File: src/rtl/share_encoder_rng.sv
// Two-share Boolean encoder with an internal 32-bit LFSR feeding a masked multiplier.
// Optional build macro SHARE_ENC_DBG_UNMASK_EN adds dbg_a/dbg_b with the unmasked operands.
module share_encoder_rng #(
  parameter int LANES      = 1,
  parameter int WARMUP_CYC = 32
) (
  input  logic                 clk,
  input  logic                 reset,
  input  logic [31:0]          seed,
  input  logic                 seed_valid,
  input  logic [LANES-1:0]     in_a,
  input  logic [LANES-1:0]     in_b,
  input  logic                 in_valid,
  output logic                 in_ready,
  output logic [2*LANES-1:0]   port_a,
  output logic [2*LANES-1:0]   port_b,
  output logic [LANES-1:0]     port_r,
  output logic                 out_valid,
  input  logic                 out_ready,
  output logic                 rng_ok
`ifdef SHARE_ENC_DBG_UNMASK_EN
  ,
  output logic [LANES-1:0]     dbg_a,
  output logic [LANES-1:0]     dbg_b
`endif
);

  localparam int K = 3 * LANES;
  localparam logic [7:0] LAST_CNT = 8'(WARMUP_CYC - 1);

  typedef enum logic [1:0] {S_NOSEED = 2'd0, S_WARMUP = 2'd1, S_RUN = 2'd2} state_t;

  // Handshake: a transfer happens on a rising edge where valid and ready are both high;
  // out_valid holds with stable data until out_ready, in_ready only rises in RUN.
  state_t              r_state;
  state_t              w_state_nxt;
  logic [31:0]         r_lfsr;
  logic [7:0]          r_cnt;
  logic [2*LANES-1:0]  r_port_a;
  logic [2*LANES-1:0]  r_port_b;
  logic [LANES-1:0]    r_port_r;
  logic                r_out_valid;
  logic                w_in_ready;
  logic                w_rng_ok;
  logic                w_accept;
  logic [31:0]         w_adv;
  logic [31:0]         w_seed_load;
  logic [2*LANES-1:0]  w_pa;
  logic [2*LANES-1:0]  w_pb;
  logic [LANES-1:0]    w_pr;

  function automatic logic [31:0] lfsr_step(input logic [31:0] s);
    return {s[30:0], s[31] ^ s[21] ^ s[1] ^ s[0]};
  endfunction

  // State register
  always_ff @(posedge clk) begin
    if (reset) r_state <= S_NOSEED;
    else       r_state <= w_state_nxt;
  end

  // Next-state logic
  always_comb begin
    w_state_nxt = r_state;
    case (r_state)
      S_NOSEED: if (seed_valid) w_state_nxt = S_WARMUP;
      S_WARMUP: begin
        if (seed_valid)             w_state_nxt = S_WARMUP;
        else if (r_cnt == LAST_CNT) w_state_nxt = S_RUN;
      end
      S_RUN:    if (seed_valid) w_state_nxt = S_WARMUP;
      default:  w_state_nxt = S_NOSEED;
    endcase
  end

  // State-decoded outputs
  always_comb begin
    w_in_ready = 1'b0;
    w_rng_ok   = 1'b0;
    case (r_state)
      S_RUN: begin
        w_rng_ok   = 1'b1;
        w_in_ready = !r_out_valid || out_ready;
      end
      default: ;
    endcase
  end

  // A reseed in the same cycle wins over the operands.
  assign w_accept    = w_in_ready && in_valid && !seed_valid;
  assign w_seed_load = (seed == 32'h0) ? 32'h1 : seed;

  // K unrolled steps per accept; the low K bits become masks and gadget randomness.
  always_comb begin
    w_adv = r_lfsr;
    for (int k = 0; k < K; k++) w_adv = lfsr_step(w_adv);
  end

  always_comb begin
    w_pa = '0;
    w_pb = '0;
    w_pr = '0;
    for (int i = 0; i < LANES; i++) begin
      w_pa[2*i]   = in_a[i] ^ w_adv[i];
      w_pa[2*i+1] = w_adv[i];
      w_pb[2*i]   = in_b[i] ^ w_adv[LANES+i];
      w_pb[2*i+1] = w_adv[LANES+i];
      w_pr[i]     = w_adv[2*LANES+i];
    end
  end

  always_ff @(posedge clk) begin
    if (reset) begin
      r_lfsr <= 32'h1;
      r_cnt  <= 8'd0;
    end else if (seed_valid) begin
      r_lfsr <= w_seed_load;
      r_cnt  <= 8'd0;
    end else if (r_state == S_WARMUP) begin
      r_lfsr <= lfsr_step(r_lfsr);
      r_cnt  <= r_cnt + 8'd1;
    end else if (w_accept) begin
      r_lfsr <= w_adv;
    end
  end

  always_ff @(posedge clk) begin
    if (reset) begin
      r_port_a    <= '0;
      r_port_b    <= '0;
      r_port_r    <= '0;
      r_out_valid <= 1'b0;
    end else if (w_accept) begin
      r_port_a    <= w_pa;
      r_port_b    <= w_pb;
      r_port_r    <= w_pr;
      r_out_valid <= 1'b1;
    end else if (r_out_valid && out_ready) begin
      r_out_valid <= 1'b0;
    end
  end

`ifdef SHARE_ENC_DBG_UNMASK_EN
  logic [LANES-1:0] r_dbg_a;
  logic [LANES-1:0] r_dbg_b;

  always_ff @(posedge clk) begin
    if (reset) begin
      r_dbg_a <= '0;
      r_dbg_b <= '0;
    end else if (w_accept) begin
      r_dbg_a <= in_a;
      r_dbg_b <= in_b;
    end
  end

  assign dbg_a = r_dbg_a;
  assign dbg_b = r_dbg_b;
`endif

  assign in_ready  = w_in_ready;
  assign rng_ok    = w_rng_ok;
  assign out_valid = r_out_valid;
  assign port_a    = r_port_a;
  assign port_b    = r_port_b;
  assign port_r    = r_port_r;

endmodule

File: config.mk
export PLATFORM = sky130hd
export DESIGN_NAME = share_encoder_rng
export DESIGN_NICKNAME = d
export VERILOG_FILES = /design/src/rtl/share_encoder_rng.sv
export SDC_FILE = /design/constraint.sdc
export NUM_CORES = 1
export LEC_CHECK = 0
export BUFFER_PORTS_ARGS = -buffer_cell sky130_fd_sc_hd__buf_2
export CAP_MARGIN = 10
export CELL_PAD_IN_SITES_DETAIL_PLACEMENT = 1
export CELL_PAD_IN_SITES_GLOBAL_PLACEMENT = 2
export CORE_MARGIN = 2
export CORE_UTILIZATION = 34
export CTS_CLUSTER_DIAMETER = 40
export CTS_CLUSTER_SIZE = 20
export DETAILED_ROUTE_END_ITERATION = 10
export GPL_TIMING_DRIVEN = 0
export HOLD_SLACK_MARGIN = 0.03
export PLACE_DENSITY = 0.93
export SETUP_SLACK_MARGIN = 0.5
export SLEW_MARGIN = 30
export SYNTH_ARGS = -nofsm -noshare
export SYNTH_HDL_FRONTEND = slang
export SYNTH_SLANG_ARGS = --single-unit
File: constraint.sdc
create_clock -name clk -period 4.68 [get_ports clk]
set_input_delay 0 -clock clk [delete_from_list [all_inputs] [get_ports clk]]
set_output_delay 0 -clock clk [all_outputs]
set_load 0.005 [all_outputs]
Word level (Yosys, flattened, before mapping):

Index checks and enable logic that the tools add are counted.

* flip-flop bits (word level): 48
* latch bits: 0
* bits in writable memories: 0
* ROM bits: 0
* bits of input ports: 39
* output and inout bits: 8
* memories kept: 0

* add/sub/neg operators: 1
* multipliers: 0
* div/mod/pow operators: 0
* $lt $le $gt $ge: 0
* equal/unequal tests: 5
* shifts and indexed selects: 0
* muxes and demuxes: 12
* bitwise gates (word level): 11
* reduce and logical (&&, ||, !) cells: 13

Operators with widths (number)
* 32-bit two-way mux: 4
* 32-bit zero test: 1
* 1-bit XOR: 11
* 8-bit by 1-bit adder with 8-bit output, second input constant: 1
* 8-bit by 5-bit equality test with 1-bit output, second input constant: 1
* 2-bit two-way mux: 3
* 1-bit two-way mux: 4
* 2-bit case mux with 2 select lines: 1
* 2-bit OR reduction: 2
* 1-bit logical AND: 3
* 3-bit inequality test, second input constant: 1
* 3-bit nonzero test: 1
* 2-bit by 1-bit equality test with 1-bit output, second input constant: 1
* 2-bit equality test, second input constant: 1
* 1-bit zero test: 2
* 2-bit zero test: 1
* 2-bit by 1-bit inequality test with 1-bit output, second input constant: 1
* 2-bit AND reduction: 1
* 2-bit nonzero test: 1
* 1-bit logical OR: 1

Longest topological paths before layout:

* depth after elaboration: 8
* gate-level depth with buffers: 7

Worst setup path before layout:

Ideal clock, no wire load.

* path kind: reg2reg
* start point: register r_lfsr[1]
* end point: register r_lfsr[1]
* arrival: 1.392 ns
* data required time: 4.549 ns
* slack: 3.156 ns
* stages on the path, launching flop included: 6
* path buffers: 0
* period minus slack after synthesis: 1.524 ns
* cell sequence: dfxtp_1 > xnor3_1 > xnor2_2 > nor2_1 > a2111oi_2 > nor3_1

* word-level cells in the longest chain between the ends: 6

RTL lines
* from (decl): line 37 `logic [31:0] r_lfsr;`
* from (signal assigned): line 117 `r_lfsr <= w_seed_load;`
* from (signal assigned): line 120 `r_lfsr <= lfsr_step(r_lfsr);`
* from (signal assigned): line 123 `r_lfsr <= w_adv;`
* 1-bit XOR (3 in a row): line 53 `return {s[30:0], s[31] ^ s[21] ^ s[1] ^ s[0]};`
* 32-bit two-way mux: line 122 `end else if (w_accept) begin`
* 32-bit two-way mux: line 119 `end else if (r_state == S_WARMUP) begin`
* 32-bit two-way mux: line 116 `end else if (seed_valid) begin`

No other way between the ends. The select of a mux whose other input is x is not followed.
A chain may end at the register's enable or synchronous reset.

Worst setup path after layout:

* start point: register r_state[1]
* end point: register r_lfsr[10]

* word-level cells in the longest chain between the ends: 5

RTL lines
* from (decl): line 35 `state_t r_state;`
* from (signal assigned): line 59 `else r_state <= w_state_nxt;`
* 2-bit equality test: line 80 `case (r_state)`
* 1-bit two-way mux: line 80
* 1-bit logical AND (2 in a row): line 90 `assign w_accept = w_in_ready && in_valid && !seed_valid;`
* 3-bit nonzero test (no line)

Parallel ways exist; a longest one is shown, timed or not.

==> results.cfg <==
[setup_path]
crit_top_cell = clkbuf_1
slowest_delay_ns = 0.43
reg2reg_setup_slack_ns = 2.88
path_delay_family = buffers and inverters
cp.required_ns = 4.92
critical_path.max_fanout = 10
crit_chain = nand2b_1 -> clkbuf_1 -> clkbuf_1 -> nand2_1 -> nand3_1 -> o211ai_1 -> a21oi_1
crit_path_end_kind = flip-flop
worst-path-buf-inv = 2
cp_slowest_cell = clkbuf_1
path_class = reg2reg
start_kind = flip-flop
cp.arrival_ns = 2.03

[detailed_routing]
wire_per_inst_um = 15.4
drt.antenna.violating_nets = 0
first_iter_violations = 145
routed_wl_um = 7740
drc_errors = 0
via_count = 2661
dr.pass1.iters = 4
drt-vias-per-instance = 5.28

[floorplan]
die_w_um = 90.4
ios = 47
fp.dieArea_um2 = 8180
fp.dieH_um = 90.4
start_util_pct = 35.0
std_cell_rows = 31
core_region_area_um2 = 7250

[synth]
synth_seq_cells = 48
seq_area_frac_synth_pct = 37.8
synth.net_count = 380
syn_avg_cell_area_um2 = 7.47
yosys.cell_types.count = 36
yosys_warnings = 0
netlist_area_um2 = 2540
postSynthCellCount = 340

[final_layout]
drive_above_1_share_pct = 18.5
final_area_um2 = 3110
area_delta_synth_final_pct = 22.3
n_fill_cell = 964
antenna_cells = 0
final_cells = 504
nNetsFinal = 444
fin_util_pct = 42.8

[grt]
grt_max_degree = 16
track_usage_pct = 19.4
antenna_found_initial = 0
grt_pass1_wl_um = 13000
grt-ovfl-total = 0
grt_pass1_vias = 2595

[sta]
fin_crit_sh_pct = 38.5
final_hold_viol_count = 0
period_minus_slack_ns = 1.80
tightestPinTransition_ns = 0.584
slew-limit-headroom_pct = 61.1
fmax_mhz = 556
fin_setup_tns_ns = 0
slew_viol_final = 0
skew_ns = 0.0102
setup_ws_ns = 2.88
setup_viol_count_final = 0
grt_setup_unrepaired = false

[cts]
holdBufCountCts = 11
htree_levels = 2
cts_buffer_depth = 2
clk_latency_ns = 0.31
clock-sinks = 48
cts_setup_buffers = 0
cts_made_buffers = 5
cts_resized = 0
clkTransAtPathRegs_ns = 0.10
cts_tree = built
cts-root-buf = clkbuf_8

[placement]
place_congestion = 0.759
dpl_cell_area_um2 = 2890
pre_cts_ws_ns = 2.92
portBuffers = 45
hpwl_um = 5770
dp_cells = 484

[run]
cap_violations = 0

[power]
p_leak_uw = 0.00119
power_density_nw_per_um2 = 305
vdd_drop_max_v = 0.000120

[status]
status = finished clean

[worst_hold_path]
worstHoldPathType = in2reg
==> state kept, by name, summed over array words and instances, names as in the netlist <==
name       count
r_lfsr        32
r_cnt          8
port_a         2
port_b         2
r_state        2
out_valid      1
port_r         1
==> Yosys cell counts (all sizes together) <==
| library cell | number | area, µm² |
|---|---|---|
| clkbuf | 15 | 57.6 |
| a211oi | 3 | 35.0 |
| o21bai | 1 | 7.51 |
| xnor2 | 7 | 76.3 |
| o32a | 1 | 10.0 |
| dfxtp | 48 | 961 |
| nand2 | 95 | 357 |
| nand3 | 29 | 145 |
| and2b | 1 | 8.76 |
| a21oi | 38 | 190 |
| nor3 | 2 | 10.0 |
| o211ai | 29 | 218 |
| nor4 | 8 | 50.1 |
| nor2b | 1 | 8.76 |
| and2 | 1 | 8.76 |
| inv | 1 | 3.75 |
| o21ai | 4 | 20.0 |
| o22ai | 1 | 6.26 |
| nand4 | 6 | 43.8 |
| or2 | 1 | 6.26 |
| nor2 | 20 | 75.1 |
| or3 | 2 | 12.5 |
| a2111oi | 1 | 15.0 |
| ha | 1 | 12.5 |
| mux2i | 3 | 30.0 |
| nand2b | 2 | 12.5 |
| a211o | 1 | 8.76 |
| a2bb2oi | 1 | 8.76 |
| xor2 | 4 | 35.0 |
| buf | 11 | 61.3 |
| xnor3 | 2 | 45.0 |
==> tightest hold or removal path, delay by kind of cell <==
kind,cells,cell delay [ns]
compound gates,2,0.22
buf+inv,1,0.09
==> metrics by stage <==
step / hold slack, ns / total power, µW
after floorplan: 0.201 / 607
after global placement: 0.329 / 672
after detailed placement: 0.337 / 676
after CTS: 0.0310 / 954
after global routing: 0.0430 / 1000
final: 0.0211 / 946
==> routing by layer <==
| layer | vias to the layer above | track usage, % | wire length (µm) |
|---|---|---|---|
| met5 | - | 0 | 0 |
| met2 | 47 | 31.2 | 3540 |
| met1 | 1285 | 27.1 | 3870 |
| met3 | 8 | 3.67 | 278 |
| li1 | 1321 | - | - |
| met4 | 0 | 3.97 | 57 |
==> cells by family after synthesis <==
group	after synthesis	share of synthesized area [%]
compound gates	80	20.4
simple gates	168	29.1
flops	48	37.8
fa+ha+maj	1	0.493
buf+inv	27	4.83
xor+xnor	13	6.16
mux	3	1.18
==> power breakdown <==
| group | switching [µW] | internal, µW |
|---|---|---|
| logic | 120 | 95.0 |
| registers | 23.8 | 434 |
| clock network | 154 | 120 |
==> area by class of cell <==
type                            instances  area, µm²  area share [%]
Clock buffer                            6       82.6            2.66
Sequential cell                        48        961            30.9
Multi-Input combinational cell        265       1460            46.9
Buffer                                 26        119            3.83
Clock inverter                          2       15.0           0.483
Tap cell                               99        124            3.99
Inverter                                1       3.75           0.121
Timing Repair Buffer                   57        345            11.1
==> worst paths after layout <==
kind / from / end / depth (start not counted)
setup / recovery: r_state[1]$_SDFFE_PP0P_ / r_lfsr[10]$_SDFFE_PP0P_ / 7
hold / removal: seed[23] / r_lfsr[23]$_SDFFE_PP0P_ / 3
setup reg to reg: r_state[1]$_SDFFE_PP0P_ / r_lfsr[10]$_SDFFE_PP0P_ / 7
hold reg to reg: r_lfsr[17]$_SDFFE_PP0P_ / r_lfsr[17]$_SDFFE_PP0P_ / 2
==> cell usage in the layout, fill, tap and decap left out, types with 3 or more instances in the layout <==
cell type      netlist  routed
dlygate4sd3_1        0      12
nand3_1             29      29
nand2_1             95      95
a21oi_1             38      38
xnor2_1              5       5
nor4_1               8       8
xor2_1               4       4
dfxtp_1             48      48
clkbuf_1            14      14
o211ai_1            29      29
mux2i_1              3       3
clkbuf_8             0       6
buf_2               10      55
o21ai_0              4       4
nand4_1              5       5
nor2_1              20      20
No activity file was read; power rests on OpenSTA's default activity.
